File: src/rtl/tile_map_scheduler.sv
// Tile-position memory write sequencer: host single-tile writes and a bulk fill engine share a per-blank write budget.
// Latency: grant at edge k, strobe/ack during cycle k+1; host waits (WrReq held) until a blank slot and arbitration win.
module tile_map_scheduler #(
    parameter int TILE_COUNT       = 300,
    parameter int WRITES_PER_BLANK = 64
) (
    input  logic       MasterCLK,
    input  logic       Reset,
    input  logic       FrameBlank,
    input  logic       WrReq,
    input  logic [8:0] WrAddr,
    input  logic [4:0] WrData,
    output logic       WrAck,
    output logic       AddrError,
    input  logic       FillStart,
    input  logic [4:0] FillData,
    output logic       FillBusy,
    output logic       FillDone,
    output logic [8:0] TilesPositionAddress,
    output logic [4:0] TilesPositionData,
    output logic       TilesPositionWrite
);
    localparam int BW = $clog2(WRITES_PER_BLANK + 1);
    localparam logic [BW-1:0] BUDGET_FULL = BW'(WRITES_PER_BLANK);
    localparam logic [9:0]    TILE_LIM    = 10'(TILE_COUNT);

    logic [BW-1:0] budget;
    logic          blank_q;
    logic [8:0]    fill_cnt;
    logic [4:0]    fill_val;
    logic          last_fill;

    logic slot, host_elig, fill_elig, grant_host, grant_fill;
    logic addr_ok, fill_last, fill_accept;

    always_comb begin
        slot        = blank_q && (budget != '0) && !WrAck;
        host_elig   = WrReq && !WrAck;
        fill_elig   = FillBusy;
        // On a tie the requester that did not win last time goes next.
        grant_host  = slot && host_elig && (!fill_elig || last_fill);
        grant_fill  = slot && fill_elig && (!host_elig || !last_fill);
        addr_ok     = {1'b0, WrAddr} < TILE_LIM;
        fill_last   = {1'b0, fill_cnt} == (TILE_LIM - 10'd1);
        // The FillDone cycle still counts as busy for new starts.
        fill_accept = FillStart && !FillBusy && !FillDone;
    end

    always_ff @(posedge MasterCLK or negedge Reset) begin
        if (!Reset) begin
            budget               <= '0;
            blank_q              <= 1'b0;
            fill_cnt             <= '0;
            fill_val             <= '0;
            last_fill            <= 1'b1;
            WrAck                <= 1'b0;
            AddrError            <= 1'b0;
            FillBusy             <= 1'b0;
            FillDone             <= 1'b0;
            TilesPositionAddress <= '0;
            TilesPositionData    <= '0;
            TilesPositionWrite   <= 1'b0;
        end else begin
            blank_q            <= FrameBlank;
            WrAck              <= 1'b0;
            AddrError          <= 1'b0;
            FillDone           <= 1'b0;
            TilesPositionWrite <= 1'b0;

            if (FrameBlank && !blank_q)
                budget <= BUDGET_FULL;
            else if (grant_fill || (grant_host && addr_ok))
                budget <= budget - BW'(1);

            if (grant_host) begin
                last_fill <= 1'b0;
                WrAck     <= 1'b1;
                if (addr_ok) begin
                    TilesPositionAddress <= WrAddr;
                    TilesPositionData    <= WrData;
                    TilesPositionWrite   <= 1'b1;
                end else begin
                    AddrError <= 1'b1;
                end
            end

            if (grant_fill) begin
                last_fill            <= 1'b1;
                TilesPositionAddress <= fill_cnt;
                TilesPositionData    <= fill_val;
                TilesPositionWrite   <= 1'b1;
                if (fill_last) begin
                    fill_cnt <= '0;
                    FillBusy <= 1'b0;
                    FillDone <= 1'b1;
                end else begin
                    fill_cnt <= fill_cnt + 9'd1;
                end
            end

            if (fill_accept) begin
                fill_val <= FillData;
                fill_cnt <= '0;
                FillBusy <= 1'b1;
            end
        end
    end
endmodule
File: config.mk
export PLATFORM = sky130hd
export DESIGN_NAME = tile_map_scheduler
export DESIGN_NICKNAME = d
export VERILOG_FILES = /design/src/rtl/tile_map_scheduler.sv
export SDC_FILE = /design/constraint.sdc
export NUM_CORES = 1
export LEC_CHECK = 0
export BUFFER_PORTS_ARGS = -buffer_cell sky130_fd_sc_hd__buf_2
export CAP_MARGIN = 40
export CORE_MARGIN = 10
export CORE_UTILIZATION = 57
export DETAILED_ROUTE_END_ITERATION = 6
export GPL_ROUTABILITY_DRIVEN = 1
export GPL_TIMING_DRIVEN = 1
export PLACE_DENSITY_LB_ADDON = 0.1
export SLEW_MARGIN = 5
export SYNTH_ARGS = -nofsm -noshare
export SYNTH_HDL_FRONTEND = slang
export SYNTH_SLANG_ARGS = --single-unit
File: constraint.sdc
create_clock -name MasterCLK -period 2.75 [get_ports MasterCLK]
set_clock_uncertainty 0.05 [all_clocks]
set_input_delay 0.55 -clock MasterCLK [delete_from_list [all_inputs] [get_ports MasterCLK]]
set_output_delay 0.55 -clock MasterCLK [all_outputs]
set_load 0.02 [all_outputs]
### After elaboration in Yosys (flattened, before gate mapping)

Cells that the tools add are included.

* reduce and logical (&&, ||, !) cells: 28
* equality and inequality tests: 1
* $add $sub $neg: 2
* mux-type cells: 24
* order comparisons: 1

Operators with widths (number)
* 2-to-1 mux 9 bit: 6
* 2-to-1 mux 5 bit: 3
* 2-to-1 mux 7 bit: 2
* 2-to-1 mux 1 bit: 13
* logical AND 1 bit: 11
* nonzero test 2 bit: 5
* adder 9 x 1 -> 9 bit, second input constant: 1
* equality test 9 bit, second input constant: 1
* < comparator 9 bit, second input constant: 1
* nonzero test 7 bit: 1
* subtractor 7 x 1 -> 7 bit, second input constant: 1
* logical NOT 1 bit: 6
* AND reduction 2 bit: 2
* logical OR 1 bit: 3

* flip-flop bits (word level): 42
* output and inout port bits: 19

### Longest topological paths before layout

* word-level depth: 9
* mapped depth: 8

### Least setup slack after synthesis

Ideal clock, no wire load.

* kind: register to register
* from: register budget[0]
* to: register budget[5]
* arrival time: 1659 ps
* stages on the path, launching flop included: 8
* setup time: 124 ps
* required time: 2576 ps
* path buffers: 0
* slack: 917 ps
* period minus slack after synthesis: 1833 ps
* cells stage by stage: dfrtp_1 > inv_1 > ha_1 > a311o_4 > a21o_1 > inv_2 > nor2_1 > a211o_1

* longest elaborated chain between the ends: 8

RTL lines
* start, declared: RTL line 27 `logic [BW-1:0] budget;`
* start signal, assigned: RTL line 73 `budget <= budget - BW'(1);`
* branches (longest 8 deep; another with subtractor 7 x 1 -> 7 bit)

Several ways; the timed one is not identified. The select of a mux whose other input is x is not followed.
A chain may end at the register's enable or synchronous reset.

### Worst setup path after layout

* from: register budget[0]
* to: register fill_cnt[3]

* longest elaborated chain between the ends: 6

RTL lines
* nonzero test 7 bit: RTL line 37 `slot = blank_q && (budget != '0) && !WrAck;`
* logical AND 1 bit (2 in series): RTL line 37
* logical AND 1 bit (2 in series): RTL line 42 `grant_fill = slot && fill_elig && (!host_elig || !last_fill);`
* nonzero test 2 bit (no line)
* end signal, assigned: RTL line 97 `fill_cnt <= fill_cnt + 9'd1;`
* end, declared: RTL line 29 `logic [8:0] fill_cnt;`

Every way passes these cells.

==> results.json <==
{
  "period_share": 0.796,
  "clockRootBuffer": "clkbuf_4",
  "utilization": 0.692,
  "yosysUniqueCellTypes": 41,
  "nFillCells": 297,
  "grt_max_degree": 31,
  "leakage_nw": 1.08,
  "worst_slack_ns": 0.560,
  "area_growth_pct": 17.4,
  "clock_latency_ns": 0.36,
  "regArea_mm2": 0.00105,
  "io_buffers": 42,
  "cts_tree": "done",
  "grt_pass1_vias": 1621,
  "period_minus_slack_ns": 2.19,
  "worstPathMaxFanout": 12,
  "hold_slack_ns": 0.0559,
  "core-area_mm2": 0.00334,
  "tightest_slew_ns": 0.426,
  "drt_iter0_markers": 56,
  "synthCells": 207,
  "num_antenna_cells": 0,
  "vias": 1626,
  "use_met2": 0.242,
  "slew_viol_final": 0,
  "die_width_um": 78.7,
  "via_per_inst": 5.42,
  "hp-class": "in2async",
  "vdd_drop_max_mv": 0.567,
  "drive_above_1_share": 0.260,
  "die-area_mm2": 0.00620,
  "crit_path_max_incr_delay_ns": 0.42,
  "outcome": "finished, final reports clean",
  "fmax_mhz": 457,
  "wire_per_inst_um": 14.6,
  "worstPathCellList": "inv_1 -> ha_1 -> a311o_4 -> or2_1 -> or3_1 -> a21oi_1",
  "grt.total_usage": 0.148,
  "hold_viol_final": 0,
  "dp_slack_ns": 0.602,
  "routed_wl_um": 4380,
  "cts_hold_buf": 0,
  "placementRows": 21,
  "ant_nets": 0,
  "cp-end-kind": "register",
  "overflow": 0,
  "synth_area_per_cell_um2": 9.50,
  "nets": 279,
  "initial_core_util": 0.589,
  "htreeDepth": 2,
  "mostFrequentLayoutCell": "nand2_1",
  "cp.arrival_ns": 2.42,
  "cts_buffers": 5,
  "drt_pass1_iterations": 4,
  "powerDensity_mw_per_mm2": 939,
  "die_h_um": 78.7,
  "gp_congestion": 0.822,
  "multi_input_area_um2": 860,
  "path_clk_slew_ns": 0.13,
  "critPathSlowestCell": "dfrtp_1",
  "start_kind": "register",
  "syn_nets": 233,
  "setup_viol": 0,
  "criticalPathCategory": "reg2reg",
  "post-cts-setup-buffers": 0,
  "rsz0062_at_grt": "false",
  "layout_common_cells": "43 x nand2_1, 42 x buf_2, 41 x dfrtp_1",
  "slew_headroom": 0.716,
  "cts_buffer_depth": 2,
  "synth-seq-cells": 42,
  "use_met1": 0.179,
  "fin_tns_setup_ns": 0,
  "grt_pass1_wl_um": 7500,
  "ioPinCount": 43,
  "grt_antenna_before_repair": 0,
  "synthesis.area_mm2": 0.00197,
  "drc": 0,
  "grt.met3_usage": 0.0417,
  "busiest_layer": "met2",
  "dpl.hpwl_um": 3360,
  "ys_seq_area_frac": 0.535,
  "critPathRequiredTime_ns": 2.98,
  "cts_resized": 0,
  "yosysWarnings": 0,
  "clock_sinks": 42,
  "drv_cap": 0
}
[per-layer routing]
| layer | vias to the layer above | wire length (µm) |
|---|---|---|
| met5 | - | 0 |
| met3 | 9 | 226 |
| met1 | 777 | 1940 |
| met2 | 30 | 2160 |
| met4 | 0 | 57 |
| li1 | 810 | - |
[synthesized netlist by cell type, drive strengths merged]
| library cell | number | share of area |
|---|---|---|
| nand2 | 43 | 0.082 |
| dfrtp | 41 | 0.52 |
| nor2 | 27 | 0.052 |
| a31oi | 15 | 0.048 |
| o21ai | 7 | 0.018 |
| a21oi | 6 | 0.015 |
| mux2 | 6 | 0.034 |
| nand3 | 6 | 0.015 |
| buf | 5 | 0.015 |
| inv | 5 | 0.0095 |
| nor3 | 5 | 0.015 |
| nor2b | 4 | 0.013 |
| xnor2 | 4 | 0.018 |
| clkbuf | 3 | 0.0057 |
| nand3b | 3 | 0.011 |
| a311oi | 2 | 0.0089 |
| ha | 2 | 0.013 |
| mux2i | 2 | 0.010 |
| nand2b | 2 | 0.0064 |
| nor4 | 2 | 0.0064 |
| or2 | 2 | 0.0064 |
| a211o | 1 | 0.0045 |
| a211oi | 1 | 0.0038 |
| a21bo | 1 | 0.0051 |
| a21o | 1 | 0.0038 |
| a311o | 1 | 0.010 |
| a41oi | 1 | 0.0045 |
| and2 | 1 | 0.0032 |
| and3 | 1 | 0.0032 |
| dfstp | 1 | 0.013 |
| nand4 | 1 | 0.0032 |
| nor3b | 1 | 0.0038 |
| nor4b | 1 | 0.0045 |
| o2111ai | 1 | 0.0045 |
| o311a | 1 | 0.0051 |
| or3 | 1 | 0.0032 |
[area by class of cell]
class                   instances  share of cell area
clock buffers                   7              0.0238
clock inverters                 1             0.00217
inverters                       5             0.00813
multi-input cells             152               0.372
flip-flops and latches         42               0.456
well taps                      46              0.0249
repair buffers                 47               0.113
[logic make-up after synthesis]
kind of cell,after synthesis,synth area share
compound gates,38,0.131
xor+xnor,4,0.0178
fa+ha+maj,2,0.0127
buf+inv,13,0.0305
flops,42,0.535
mux,8,0.0445
simple gates,100,0.228
[through the flow]
stage	instance area (µm²)	instances	total power [mW]
after floorplan	1970	207	1.59
after global placement	2230	291	1.84
after detailed placement	2250	292	1.88
after CTS	2310	300	2.19
after global routing	2310	300	2.33
final	2310	300	2.17
[where the power goes]
group | total, mW | internal (mW) | switching (mW)
Sequential | 1.00 | 0.839 | 0.162
Combinational | 0.852 | 0.335 | 0.516
Clock | 0.316 | 0.124 | 0.192
Total | 2.17 | 1.30 | 0.870
[flip-flops by register name, summed over array words and instances, names as in the netlist, 5 cells and up]
register and flops:
TilesPositionAddress 9, TilesPositionData 5, budget 7, fill_cnt 9, fill_val 5
[worst max-delay path, delay by kind of cell, from the launching register on]
family / cells / cell delay, ns
simple gates: 2 / 0.80
compound gates: 2 / 0.53
flops: 1 / 0.42
fa+ha+maj: 1 / 0.26
buf+inv: 1 / 0.06
[worst paths after layout]
| path | cells past startpoint | startpoint | slack (ns) | endpoint |
|---|---|---|---|---|
| worst min register to register | 2 | last_fill | 0.47 | last_fill |
| worst max-delay path | 6 | budget[0] | 0.56 | fill_cnt[3] |
| max in group asynchronous | 2 | Reset | 2.11 | FillBusy |
| min in group MasterCLK | 1 | FrameBlank | 0.26 | blank_q |
| worst min-delay path | 1 | Reset | 0.06 | TilesPositionData[1] |
| worst max register to register | 6 | budget[0] | 0.56 | fill_cnt[3] |
(Power assumes the default switching activity.)
